==> src/rtl/prog_loader.sv <==
// prog_loader: length-prefixed byte-stream loader that packs LO/HI byte pairs into
// 9-bit instruction words. Defining PROG_LOADER_CKSUM_EN adds a trailing XOR checksum byte.
module prog_loader #(
    parameter int ADDR_W        = 6,
    parameter int INSTR_W       = 9,
    parameter bit HOLD_AT_RESET = 1'b1
) (
    input  logic               clk,
    input  logic               reset,
    input  logic               start,
    input  logic [7:0]         in_data,
    input  logic               in_valid,
    output logic               in_ready,
    output logic               imem_we,
    output logic [ADDR_W-1:0]  imem_addr,
    output logic [INSTR_W-1:0] imem_wdata,
    output logic               cpu_hold,
    output logic               done,
    output logic               error,
    output logic [ADDR_W:0]    words_loaded,
    output logic [2:0]         state_dbg
);

    localparam int       CW        = ADDR_W + 1;
    localparam int       MAX_WORDS = 2 ** ADDR_W;
    localparam logic [8:0] MAX_W9  = 9'(MAX_WORDS);

    typedef enum logic [2:0] {
        S_IDLE  = 3'd0,
        S_LEN   = 3'd1,
        S_LO    = 3'd2,
        S_HI    = 3'd3,
        S_CKSUM = 3'd4,
        S_DONE  = 3'd5,
        S_ERR   = 3'd6
    } state_t;

    state_t             state_q, state_d;
    logic [CW-1:0]      len_q, len_d;
    logic [7:0]         lo_q, lo_d;
    logic [7:0]         cks_q, cks_d;
    logic               in_ready_q, in_ready_d;
    logic               we_q, we_d;
    logic [ADDR_W-1:0]  addr_q, addr_d;
    logic [INSTR_W-1:0] wdata_q, wdata_d;
    logic               hold_q, hold_d;
    logic               done_q, done_d;
    logic               error_q, error_d;
    logic [CW-1:0]      words_q, words_d;
    logic [CW-1:0]      words_inc;
    logic               xfer;

    // Handshake: a byte moves only in a cycle where in_valid and in_ready are both high;
    // in_ready is registered and never depends on in_valid, so the source may wait freely.
    assign xfer      = in_valid & in_ready_q;
    assign words_inc = words_q + 1'b1;

    always_comb begin
        state_d = state_q;
        len_d   = len_q;
        lo_d    = lo_q;
        cks_d   = cks_q;
        we_d    = 1'b0;
        addr_d  = addr_q;
        wdata_d = wdata_q;
        hold_d  = done_q ? 1'b0 : hold_q;
        done_d  = 1'b0;
        error_d = error_q;
        words_d = words_q;

        case (state_q)
            S_IDLE, S_DONE, S_ERR: begin
                if (start) begin
                    state_d = S_LEN;
                    hold_d  = 1'b1;
                    error_d = 1'b0;
                    words_d = '0;
                    cks_d   = '0;
                end
            end
            S_LEN: begin
                if (xfer) begin
                    cks_d = in_data;
                    if ({1'b0, in_data} > MAX_W9) begin
                        state_d = S_ERR;
                        error_d = 1'b1;
                    end else begin
                        len_d   = (in_data == 8'd0) ? CW'(MAX_WORDS) : CW'(in_data);
                        state_d = S_LO;
                    end
                end
            end
            S_LO: begin
                if (xfer) begin
                    lo_d    = in_data;
                    cks_d   = cks_q ^ in_data;
                    state_d = S_HI;
                end
            end
            S_HI: begin
                if (xfer) begin
                    cks_d = cks_q ^ in_data;
                    if (in_data[7:1] != 7'd0) begin
                        state_d = S_ERR;
                        error_d = 1'b1;
                    end else begin
                        we_d    = 1'b1;
                        addr_d  = words_q[ADDR_W-1:0];
                        wdata_d = INSTR_W'({in_data[0], lo_q});
                        words_d = words_inc;
                        if (words_inc == len_q) begin
`ifdef PROG_LOADER_CKSUM_EN
                            state_d = S_CKSUM;
`else
                            state_d = S_DONE;
                            done_d  = 1'b1;
`endif
                        end else begin
                            state_d = S_LO;
                        end
                    end
                end
            end
            S_CKSUM: begin
                if (xfer) begin
                    if (in_data == cks_q) begin
                        state_d = S_DONE;
                        done_d  = 1'b1;
                    end else begin
                        state_d = S_ERR;
                        error_d = 1'b1;
                    end
                end
            end
            default: begin
                state_d = S_IDLE;
            end
        endcase

        in_ready_d = (state_d == S_LEN) || (state_d == S_LO) ||
                     (state_d == S_HI)  || (state_d == S_CKSUM);
    end

    always_ff @(posedge clk or negedge reset) begin
        if (!reset) begin
            state_q    <= S_IDLE;
            len_q      <= '0;
            lo_q       <= '0;
            cks_q      <= '0;
            in_ready_q <= 1'b0;
            we_q       <= 1'b0;
            addr_q     <= '0;
            wdata_q    <= '0;
            hold_q     <= HOLD_AT_RESET;
            done_q     <= 1'b0;
            error_q    <= 1'b0;
            words_q    <= '0;
        end else begin
            state_q    <= state_d;
            len_q      <= len_d;
            lo_q       <= lo_d;
            cks_q      <= cks_d;
            in_ready_q <= in_ready_d;
            we_q       <= we_d;
            addr_q     <= addr_d;
            wdata_q    <= wdata_d;
            hold_q     <= hold_d;
            done_q     <= done_d;
            error_q    <= error_d;
            words_q    <= words_d;
        end
    end

    assign in_ready     = in_ready_q;
    assign imem_we      = we_q;
    assign imem_addr    = addr_q;
    assign imem_wdata   = wdata_q;
    assign cpu_hold     = hold_q;
    assign done         = done_q;
    assign error        = error_q;
    assign words_loaded = words_q;
    assign state_dbg    = state_q;

endmodule

==> config.mk <==
export PLATFORM = sky130hd
export DESIGN_NAME = prog_loader
export DESIGN_NICKNAME = d
export VERILOG_FILES = /design/src/rtl/prog_loader.sv
export SDC_FILE = /design/constraint.sdc
export NUM_CORES = 1
export LEC_CHECK = 0
export CORE_ASPECT_RATIO = 1.4
export CORE_MARGIN = 4
export CORE_UTILIZATION = 25
export CTS_CLUSTER_SIZE = 8
export DETAILED_ROUTE_END_ITERATION = 12
export PLACE_DENSITY = 0.42
export SLEW_MARGIN = 20
export SYNTH_ARGS = -nofsm -noshare
export SYNTH_HDL_FRONTEND = slang
export SYNTH_SLANG_ARGS = --single-unit
==> constraint.sdc <==
create_clock -name clk -period 2.7 [get_ports clk]
set_input_delay 0.54 -clock clk [delete_from_list [all_inputs] [get_ports clk]]
set_output_delay 0.54 -clock clk [all_outputs]
set_load 0.01 [all_outputs]
==> impl_metrics.prom, run 1 <==
# TYPE chip_impl_metric gauge
chip_impl_metric{name="floorplan.initialDensity",unit="%"} 25.57
chip_impl_metric{name="die_area",unit="um2"} 12890
chip_impl_info{name="end_kind",value="flip-flop"} 1
chip_impl_metric{name="chipWidth",unit="um"} 97.11
chip_impl_metric{name="grt_pass1_wl",unit="um"} 12320
chip_impl_metric{name="syn_nets",unit=""} 305
chip_impl_metric{name="drtAntennaViolNets",unit=""} 0
chip_impl_metric{name="peakVddDrop",unit="mV"} 0.2787
chip_impl_metric{name="synth_sequential_area_ratio",unit="%"} 47.77
chip_impl_metric{name="port_buffers",unit=""} 41
chip_impl_metric{name="cp.arrival",unit="ns"} 2.49
chip_impl_metric{name="grt.overflow.total",unit=""} 0
chip_impl_metric{name="dr_total_vias",unit=""} 2287
chip_impl_metric{name="final-hold-violation-count",unit=""} 0
chip_impl_metric{name="power_dissipated_by_switching_net_loads",unit="mW"} 1.053
chip_impl_metric{name="nets",unit=""} 355
chip_impl_metric{name="diode_count",unit=""} 0
chip_impl_info{name="r2r_end",value="lo_q[6]$_DFFE_PN0P_"} 1
chip_impl_metric{name="ios",unit=""} 42
chip_impl_metric{name="post_synth_edffs",unit=""} 0
chip_impl_info{name="worst_r2r_startpoint",value="state_dbg[2]$_DFF_PN0_"} 1
chip_impl_metric{name="fin_util",unit="%"} 33.17
chip_impl_metric{name="synth.cell_area",unit="um2"} 2779
chip_impl_info{name="critical_path.cell_chain",value="clkdlybuf4s50_1 > nand2_1 > or2_2 > nor2_2 > mux2_2"} 1
chip_impl_metric{name="cp_max_fo",unit=""} 8
chip_impl_metric{name="power_density",unit="nW/um2"} 861.0
chip_impl_metric{name="worst_ep_required_time",unit="ns"} 2.88
chip_impl_metric{name="post_cts.repair.setup_buffers",unit=""} 0
chip_impl_info{name="critical-path-slowest-cell",value="clkdlybuf4s50_1"} 1
chip_impl_metric{name="static-leakage-power",unit="nW"} 1.562
chip_impl_metric{name="report.final.setup_viol",unit=""} 0
chip_impl_metric{name="reg2regPathDepth",unit=""} 4
chip_impl_metric{name="post_drt_wl_per_cell",unit="um"} 15.54
chip_impl_metric{name="tightest_slew",unit="ns"} 0.5665
chip_impl_metric{name="placementRows",unit=""} 45
chip_impl_metric{name="synth.lib_cells_used.distinct",unit=""} 51
chip_impl_metric{name="maximum_operating_frequency",unit="GHz"} 0.4326
chip_impl_info{name="setup.worst_path.start_class",value="input port"} 1
chip_impl_metric{name="dp.final_hpwl",unit="um"} 5676
chip_impl_metric{name="postSynthCellCount",unit=""} 292
chip_impl_metric{name="vias_per_cell",unit=""} 4.725
chip_impl_metric{name="cts_buffers",unit=""} 5
chip_impl_info{name="rsz0062_at_grt",value="no"} 1
chip_impl_metric{name="post_cts_sizing",unit=""} 0
chip_impl_metric{name="comb_power_share",unit="%"} 34.7
chip_impl_metric{name="pin_count_of_the_biggest_net_entering_global_routing",unit=""} 28
chip_impl_metric{name="min_period_over_period",unit="%"} 85.61
chip_impl_metric{name="holdBufCountCts",unit=""} 0
chip_impl_metric{name="ys_async_sr_fraction",unit="%"} 100.0
chip_impl_metric{name="clock_power_share",unit="%"} 26.6
chip_impl_info{name="clock-root-buffer",value="clkbuf_16"} 1
chip_impl_metric{name="total_internal_power",unit="mW"} 2.050
chip_impl_metric{name="die_height",unit="um"} 132.7
chip_impl_metric{name="max_stage_delay",unit="ns"} 0.52
chip_impl_metric{name="power_switching_share",unit="%"} 33.94
chip_impl_metric{name="drc_errors",unit=""} 0
chip_impl_metric{name="path_clk_slew",unit="ns"} 0.07
chip_impl_metric{name="drv_cap",unit=""} 0
chip_impl_metric{name="yosys_register_bits",unit=""} 53
chip_impl_metric{name="antenna_found_initial",unit=""} 0
chip_impl_metric{name="timing.max_slew.rel_slack",unit="%"} 62.23
chip_impl_info{name="critical_path_class",value="input port to flip-flop"} 1
chip_impl_metric{name="syn2layout_area_growth",unit="%"} 29.72
chip_impl_info{name="dominantRegCellSynth",value="dfrtp_1"} 1
chip_impl_metric{name="layout.filler_cells",unit=""} 1132
chip_impl_metric{name="routed_wirelength",unit="um"} 7520
chip_impl_info{name="critical-path-top-delay-family",value="simple AND/OR/NAND/NOR gates"} 1
chip_impl_metric{name="fin_skew",unit="ns"} 0.006073
chip_impl_metric{name="cts_sinks",unit=""} 53
chip_impl_metric{name="rrSetupSlack",unit="ns"} 0.43
chip_impl_metric{name="insertion_delay",unit="ns"} 0.29
chip_impl_info{name="tritoncts",value="built"} 1
chip_impl_metric{name="slew_violations",unit=""} 0
chip_impl_metric{name="final_layout_size_suffix_gt1_share",unit="%"} 16.03
chip_impl_metric{name="clk_path_buf_depth",unit=""} 2
chip_impl_metric{name="initialDrtViolationCount",unit=""} 80
chip_impl_metric{name="synth-warning-count",unit=""} 0
chip_impl_metric{name="post-route-min-period",unit="ns"} 2.311
chip_impl_metric{name="buf_inv_on_cp",unit=""} 1
chip_impl_metric{name="setup_total_neg_slack",unit="ns"} 0
chip_impl_metric{name="gp_congestion",unit=""} 0.7677
chip_impl_metric{name="globalRouteTotalUtil",unit="%"} 11.96
chip_impl_metric{name="sequentialPowerShare",unit="%"} 38.7
chip_impl_metric{name="core",unit="um2"} 10870
chip_impl_metric{name="htreeDepth",unit=""} 2
chip_impl_metric{name="first_global_vias",unit=""} 2319
chip_impl_info{name="min_path_type",value="input port to async pin"} 1
chip_impl_info{name="run_status",value="finished clean"} 1
chip_impl_metric{name="drt_first_pass_iters",unit=""} 4
chip_impl_metric{name="synth.avg_cell_area",unit="um2"} 9.517
metal layers:
| metal | up-vias | wire, um | GRT usage, % | part of all wire, % |
|---|---|---|---|---|
| met5 | - | 0 | 0 | 0 |
| met4 | 0 | 139 | 4.684 | 1.8 |
| met3 | 9 | 158 | 1.899 | 2.1 |
| met2 | 34 | 4005 | 21.27 | 53 |
| met1 | 1112 | 3217 | 14.33 | 43 |
| li1 | 1132 | - | - | - |
sequential cells by signal (all words and copies together), names as in the netlist, 3 cells and up:
name / flops
lo_q: 8
words_loaded: 7
state_dbg: 3
len_q: 7
cks_q: 8
imem_wdata: 9
imem_addr: 6
power by group through the flow:
stage	registers (mW)	logic, mW	clock network [mW]
2_1_floorplan	1.14	0.795	0
3_3_place_gp	1.22	1.08	0
3_5_place_dp	1.22	1.09	0
4_1_cts	1.21	1.10	0.852
5_1_grt	1.24	1.20	0.884
6_report	1.20	1.08	0.825
cell usage after synthesis (all sizes together) (5+ instances only):
cell / count / area share [%]
nand2: 53 / 7.2
dfrtp: 52 / 47
o21ai: 39 / 7.0
nor2: 16 / 2.3
mux2: 14 / 5.7
a21oi: 12 / 2.3
buf: 10 / 2.4
xnor2: 10 / 3.2
nand3: 9 / 2.1
a22o: 8 / 2.5
inv: 7 / 0.95
clkbuf: 6 / 0.95
xor2: 5 / 1.6
stage by stage:
stage | power, mW | setup slack (ns) | instances | hold slack (ns) | area [um2]
finish | 3.104 | 0.3886 | 484 | 0.2298 | 3605
global placement | 2.305 | 0.005582 | 476 | 0.4243 | 3415
floorplan | 1.933 | 0.6968 | 292 | 0.2444 | 2779
CTS | 3.153 | 0.3824 | 484 | 0.2479 | 3605
detailed placement | 2.305 | 0.06815 | 476 | 0.4255 | 3415
global route | 3.320 | 0.2696 | 484 | 0.2729 | 3605
layout make-up:
class / count / area, um2 / area share [%]
Timing Repair Buffer: 59 / 553.0 / 15.34
Clock inverter: 3 / 65.06 / 1.805
Inverter: 7 / 26.28 / 0.7289
Multi-Input combinational cell: 216 / 1331 / 36.93
Sequential cell: 53 / 1328 / 36.83
Clock buffer: 5 / 125.1 / 3.471
Tap cell: 141 / 176.4 / 4.894
cell usage in the layout, fill, tap and decap left out, drive strengths merged, types with 2 or more instances in the layout:
| cell | synthesis | layout |
|---|---|---|
| nand2 | 53 | 53 |
| dfrtp | 52 | 52 |
| clkdlybuf4s50 | 0 | 40 |
| o21ai | 39 | 39 |
| buf | 10 | 19 |
| nor2 | 16 | 16 |
| mux2 | 14 | 14 |
| a21oi | 12 | 12 |
| xnor2 | 10 | 10 |
| nand3 | 9 | 9 |
| a22o | 8 | 8 |
| inv | 7 | 7 |
| xor2 | 5 | 5 |
| clkbuf | 6 | 5 |
| nor3 | 4 | 4 |
| o41ai | 4 | 4 |
| or3 | 4 | 4 |
| nand2b | 4 | 4 |
| nand4 | 3 | 3 |
| nor2b | 3 | 3 |
| o31ai | 3 | 3 |
| a31oi | 3 | 3 |
| and2 | 2 | 2 |
| o22ai | 2 | 2 |
| and3 | 2 | 2 |
| bufinv | 0 | 2 |
| or2 | 2 | 2 |
| nor4 | 2 | 2 |
kinds of logic after synthesis:
family	synth area share (%)
AO/OA/AOI/OAI	18.10
flip-flops	47.77
AND/OR/NAND/NOR	18.96
adder cells (fa/ha/maj)	0.4502
buffers and inverters	4.322
XOR/XNOR	4.727
multiplexers	5.673
how the worst max path moves through the flow:
stage,cells past startpoint,slack [ns],startpoint,end
6_report,5,0.39,in_valid,lo_q[6]$_DFFE_PN0P_
4_1_cts,5,0.38,in_valid,lo_q[7]$_DFFE_PN0P_
3_5_place_dp,5,0.07,in_valid,lo_q[7]$_DFFE_PN0P_
3_3_place_gp,5,0.006,in_valid,lo_q[1]$_DFFE_PN0P_
2_1_floorplan,8,0.70,in_data[7],words_loaded[5]$_DFFE_PN0P_
5_1_grt,6,0.27,state_dbg[2]$_DFF_PN0_,words_loaded[5]$_DFFE_PN0P_
(Power assumes the default switching activity.)
==> run 2: changes to the inputs <==
- CAP_MARGIN: not set -> 30
- RECOVER_POWER: not set -> 50
- SKIP_CTS_REPAIR_TIMING: not set -> 1
==> run 2 against run 1 <==
Clock power about the same. Non-clock buffer count unchanged. Clock-buffer cell count unchanged. Final cell count stayed put. Sequential power about the same. Utilization is 0.081 points lower. Total power shrank 0.22%. Final area decreased by 0.24%. Routed wire length is 0.16% higher. Critical path depth did not move. Maximum frequency hardly changed.
==> impl_metrics.prom, run 2 (synthesized netlist as in run 1, its figures left out) <==
# TYPE chip_impl_metric gauge
chip_impl_metric{name="htreeDepth",unit=""} 2
chip_impl_metric{name="comb_power_share",unit="%"} 34.6
chip_impl_info{name="worst_r2r_startpoint",value="state_dbg[2]$_DFF_PN0_"} 1
chip_impl_metric{name="worst_ep_required_time",unit="ns"} 2.88
chip_impl_info{name="worstHoldEndpoint",value="cpu_hold$_DFF_PN1_"} 1
chip_impl_metric{name="cts_buffers",unit=""} 5
chip_impl_metric{name="sequentialPowerShare",unit="%"} 38.8
chip_impl_metric{name="final_layout_size_suffix_gt1_share",unit="%"} 15.16
chip_impl_metric{name="cp.arrival",unit="ns"} 2.49
chip_impl_metric{name="peakVddDrop",unit="mV"} 0.2791
chip_impl_metric{name="timing.max_slew.rel_slack",unit="%"} 9.644
chip_impl_metric{name="rrSetupSlack",unit="ns"} 0.43
chip_impl_metric{name="drv_cap",unit=""} 0
chip_impl_metric{name="clock_power_share",unit="%"} 26.6
chip_impl_info{name="min_from",value="done$_DFF_PN0_"} 1
chip_impl_metric{name="setup_total_neg_slack",unit="ns"} 0
chip_impl_info{name="rsz0062_at_grt",value="no"} 1
chip_impl_metric{name="hold-worst-slack",unit="ns"} 0.4258
chip_impl_metric{name="insertion_delay",unit="ns"} 0.30
chip_impl_info{name="timing.critical_path.from",value="in_valid"} 1
chip_impl_metric{name="fin_skew",unit="ns"} 0.006330
chip_impl_metric{name="power_density",unit="nW/um2"} 861.2
chip_impl_info{name="run_status",value="finished clean"} 1
chip_impl_metric{name="ios",unit=""} 42
chip_impl_metric{name="static-leakage-power",unit="nW"} 1.601
chip_impl_metric{name="diode_count",unit=""} 0
chip_impl_info{name="clock-root-buffer",value="clkbuf_16"} 1
chip_impl_metric{name="floorplan.initialDensity",unit="%"} 25.57
chip_impl_metric{name="min_period_over_period",unit="%"} 85.61
chip_impl_metric{name="core",unit="um2"} 10870
chip_impl_metric{name="vias_per_cell",unit=""} 4.705
chip_impl_info{name="r2r_end",value="lo_q[6]$_DFFE_PN0P_"} 1
chip_impl_metric{name="die_area",unit="um2"} 12890
chip_impl_metric{name="power_dissipated_by_switching_net_loads",unit="mW"} 1.053
chip_impl_metric{name="cp_max_fo",unit=""} 8
chip_impl_metric{name="power_switching_share",unit="%"} 34.00
chip_impl_metric{name="slew_violations",unit=""} 0
chip_impl_metric{name="dp.final_hpwl",unit="um"} 5676
chip_impl_metric{name="nets",unit=""} 355
chip_impl_metric{name="holdPathStages",unit=""} 1
chip_impl_metric{name="globalRouteTotalUtil",unit="%"} 11.96
chip_impl_metric{name="maximum_operating_frequency",unit="GHz"} 0.4326
chip_impl_metric{name="dr_total_vias",unit=""} 2277
chip_impl_info{name="tritoncts",value="built"} 1
chip_impl_metric{name="post_drt_wl_per_cell",unit="um"} 15.56
chip_impl_info{name="commonest_cells_after_routing_fill_and_taps_aside",value="nand2_1, dfrtp_1, o21ai_0"} 1
chip_impl_metric{name="cts_sinks",unit=""} 53
chip_impl_metric{name="clk_path_buf_depth",unit=""} 2
chip_impl_metric{name="placementRows",unit=""} 45
chip_impl_metric{name="pin_count_of_the_biggest_net_entering_global_routing",unit=""} 28
chip_impl_metric{name="gp_congestion",unit=""} 0.7677
chip_impl_metric{name="grt_pass1_wl",unit="um"} 12320
chip_impl_metric{name="drtAntennaViolNets",unit=""} 0
chip_impl_metric{name="initialDrtViolationCount",unit=""} 82
chip_impl_metric{name="tightest_slew",unit="ns"} 1.355
chip_impl_info{name="setup.worst_path.start_class",value="input port"} 1
chip_impl_metric{name="report.final.setup_viol",unit=""} 0
chip_impl_metric{name="die_height",unit="um"} 132.7
chip_impl_metric{name="post-route-min-period",unit="ns"} 2.311
chip_impl_metric{name="drt_first_pass_iters",unit=""} 4
chip_impl_metric{name="total_internal_power",unit="mW"} 2.044
chip_impl_metric{name="max_reg_flops",unit=""} 9
chip_impl_metric{name="syn2layout_area_growth",unit="%"} 29.40
chip_impl_metric{name="antenna_found_initial",unit=""} 0
chip_impl_info{name="end_kind",value="flip-flop"} 1
chip_impl_metric{name="grt.overflow.total",unit=""} 0
chip_impl_metric{name="port_buffers",unit=""} 41
chip_impl_metric{name="first_global_vias",unit=""} 2319
chip_impl_metric{name="chipWidth",unit="um"} 97.11
chip_impl_metric{name="final-hold-violation-count",unit=""} 0
chip_impl_metric{name="routed_wirelength",unit="um"} 7532
chip_impl_info{name="min_path_type",value="flip-flop to flip-flop"} 1
chip_impl_info{name="critical_path_class",value="input port to flip-flop"} 1
chip_impl_metric{name="drc_errors",unit=""} 0
chip_impl_metric{name="path_clk_slew",unit="ns"} 0.07
chip_impl_info{name="most_common_cell_after_layout_fill_and_taps_aside",value="nand2_1"} 1
chip_impl_metric{name="reg2regPathDepth",unit=""} 4
## run 2: cell count changes in the layout (fill, tap and decap cells not counted), sizes merged
cell and delta:
clkdlybuf4s50 -15, dlygate4sd3 +15, clkbuf +3, buf -3
## run 2: worst max-delay path, stage by stage
cell and delay [ns]:
clkdlybuf4s50_1 0.52, nand2_1 0.19, or2_2 0.43, nor2_2 0.42
mux2_2 0.39
## run 2: worst max path at each step
stage / endpoint / slack [ns] / cells past startpoint
floorplan: words_loaded[5]$_DFFE_PN0P_ / 0.70 / 8
global placement: lo_q[1]$_DFFE_PN0P_ / 0.006 / 5
detailed placement: lo_q[7]$_DFFE_PN0P_ / 0.07 / 5
CTS: lo_q[7]$_DFFE_PN0P_ / 0.38 / 5
global route: words_loaded[5]$_DFFE_PN0P_ / 0.27 / 6
finish: lo_q[6]$_DFFE_PN0P_ / 0.39 / 5
## run 2: routing by layer
| metal | wire, um | global-route usage (%) |
|---|---|---|
| met1 | 3206 | 14.33 |
| met3 | 173 | 1.899 |
| met5 | 0 | 0 |
| met4 | 138 | 4.684 |
| met2 | 4013 | 21.27 |
## run 2: cell type report
cell class                 count  area (um2)
sequential                    53        1328
timing repair buffer          59       544.3
tap                          141       176.4
clock inverter                 3       65.06
multi-input combinational    216        1331
clock buffer                   5       125.1
inverter                       7       26.28
fill                        1134        7271
## run 2: power groups by stage
stage,Combinational (mW),Sequential (mW),Clock [mW]
after floorplan,0.795,1.14,0
after global routing,1.19,1.24,0.884
final,1.07,1.20,0.825
after CTS,1.10,1.21,0.852
after detailed placement,1.09,1.22,0
after global placement,1.08,1.22,0
## run 2: per-stage QoR
step	util (%)	power, mW	cell area, um2	std cells	setup WS, ns
after floorplan	-	1.933	2779	292	0.6968
after global placement	31.42	2.305	3415	476	0.005582
after detailed placement	31.42	2.305	3415	476	0.06815
after CTS	33.17	3.153	3605	484	0.3824
after global routing	33.09	3.313	3596	484	0.2696
final	33.09	3.097	3596	484	0.3886
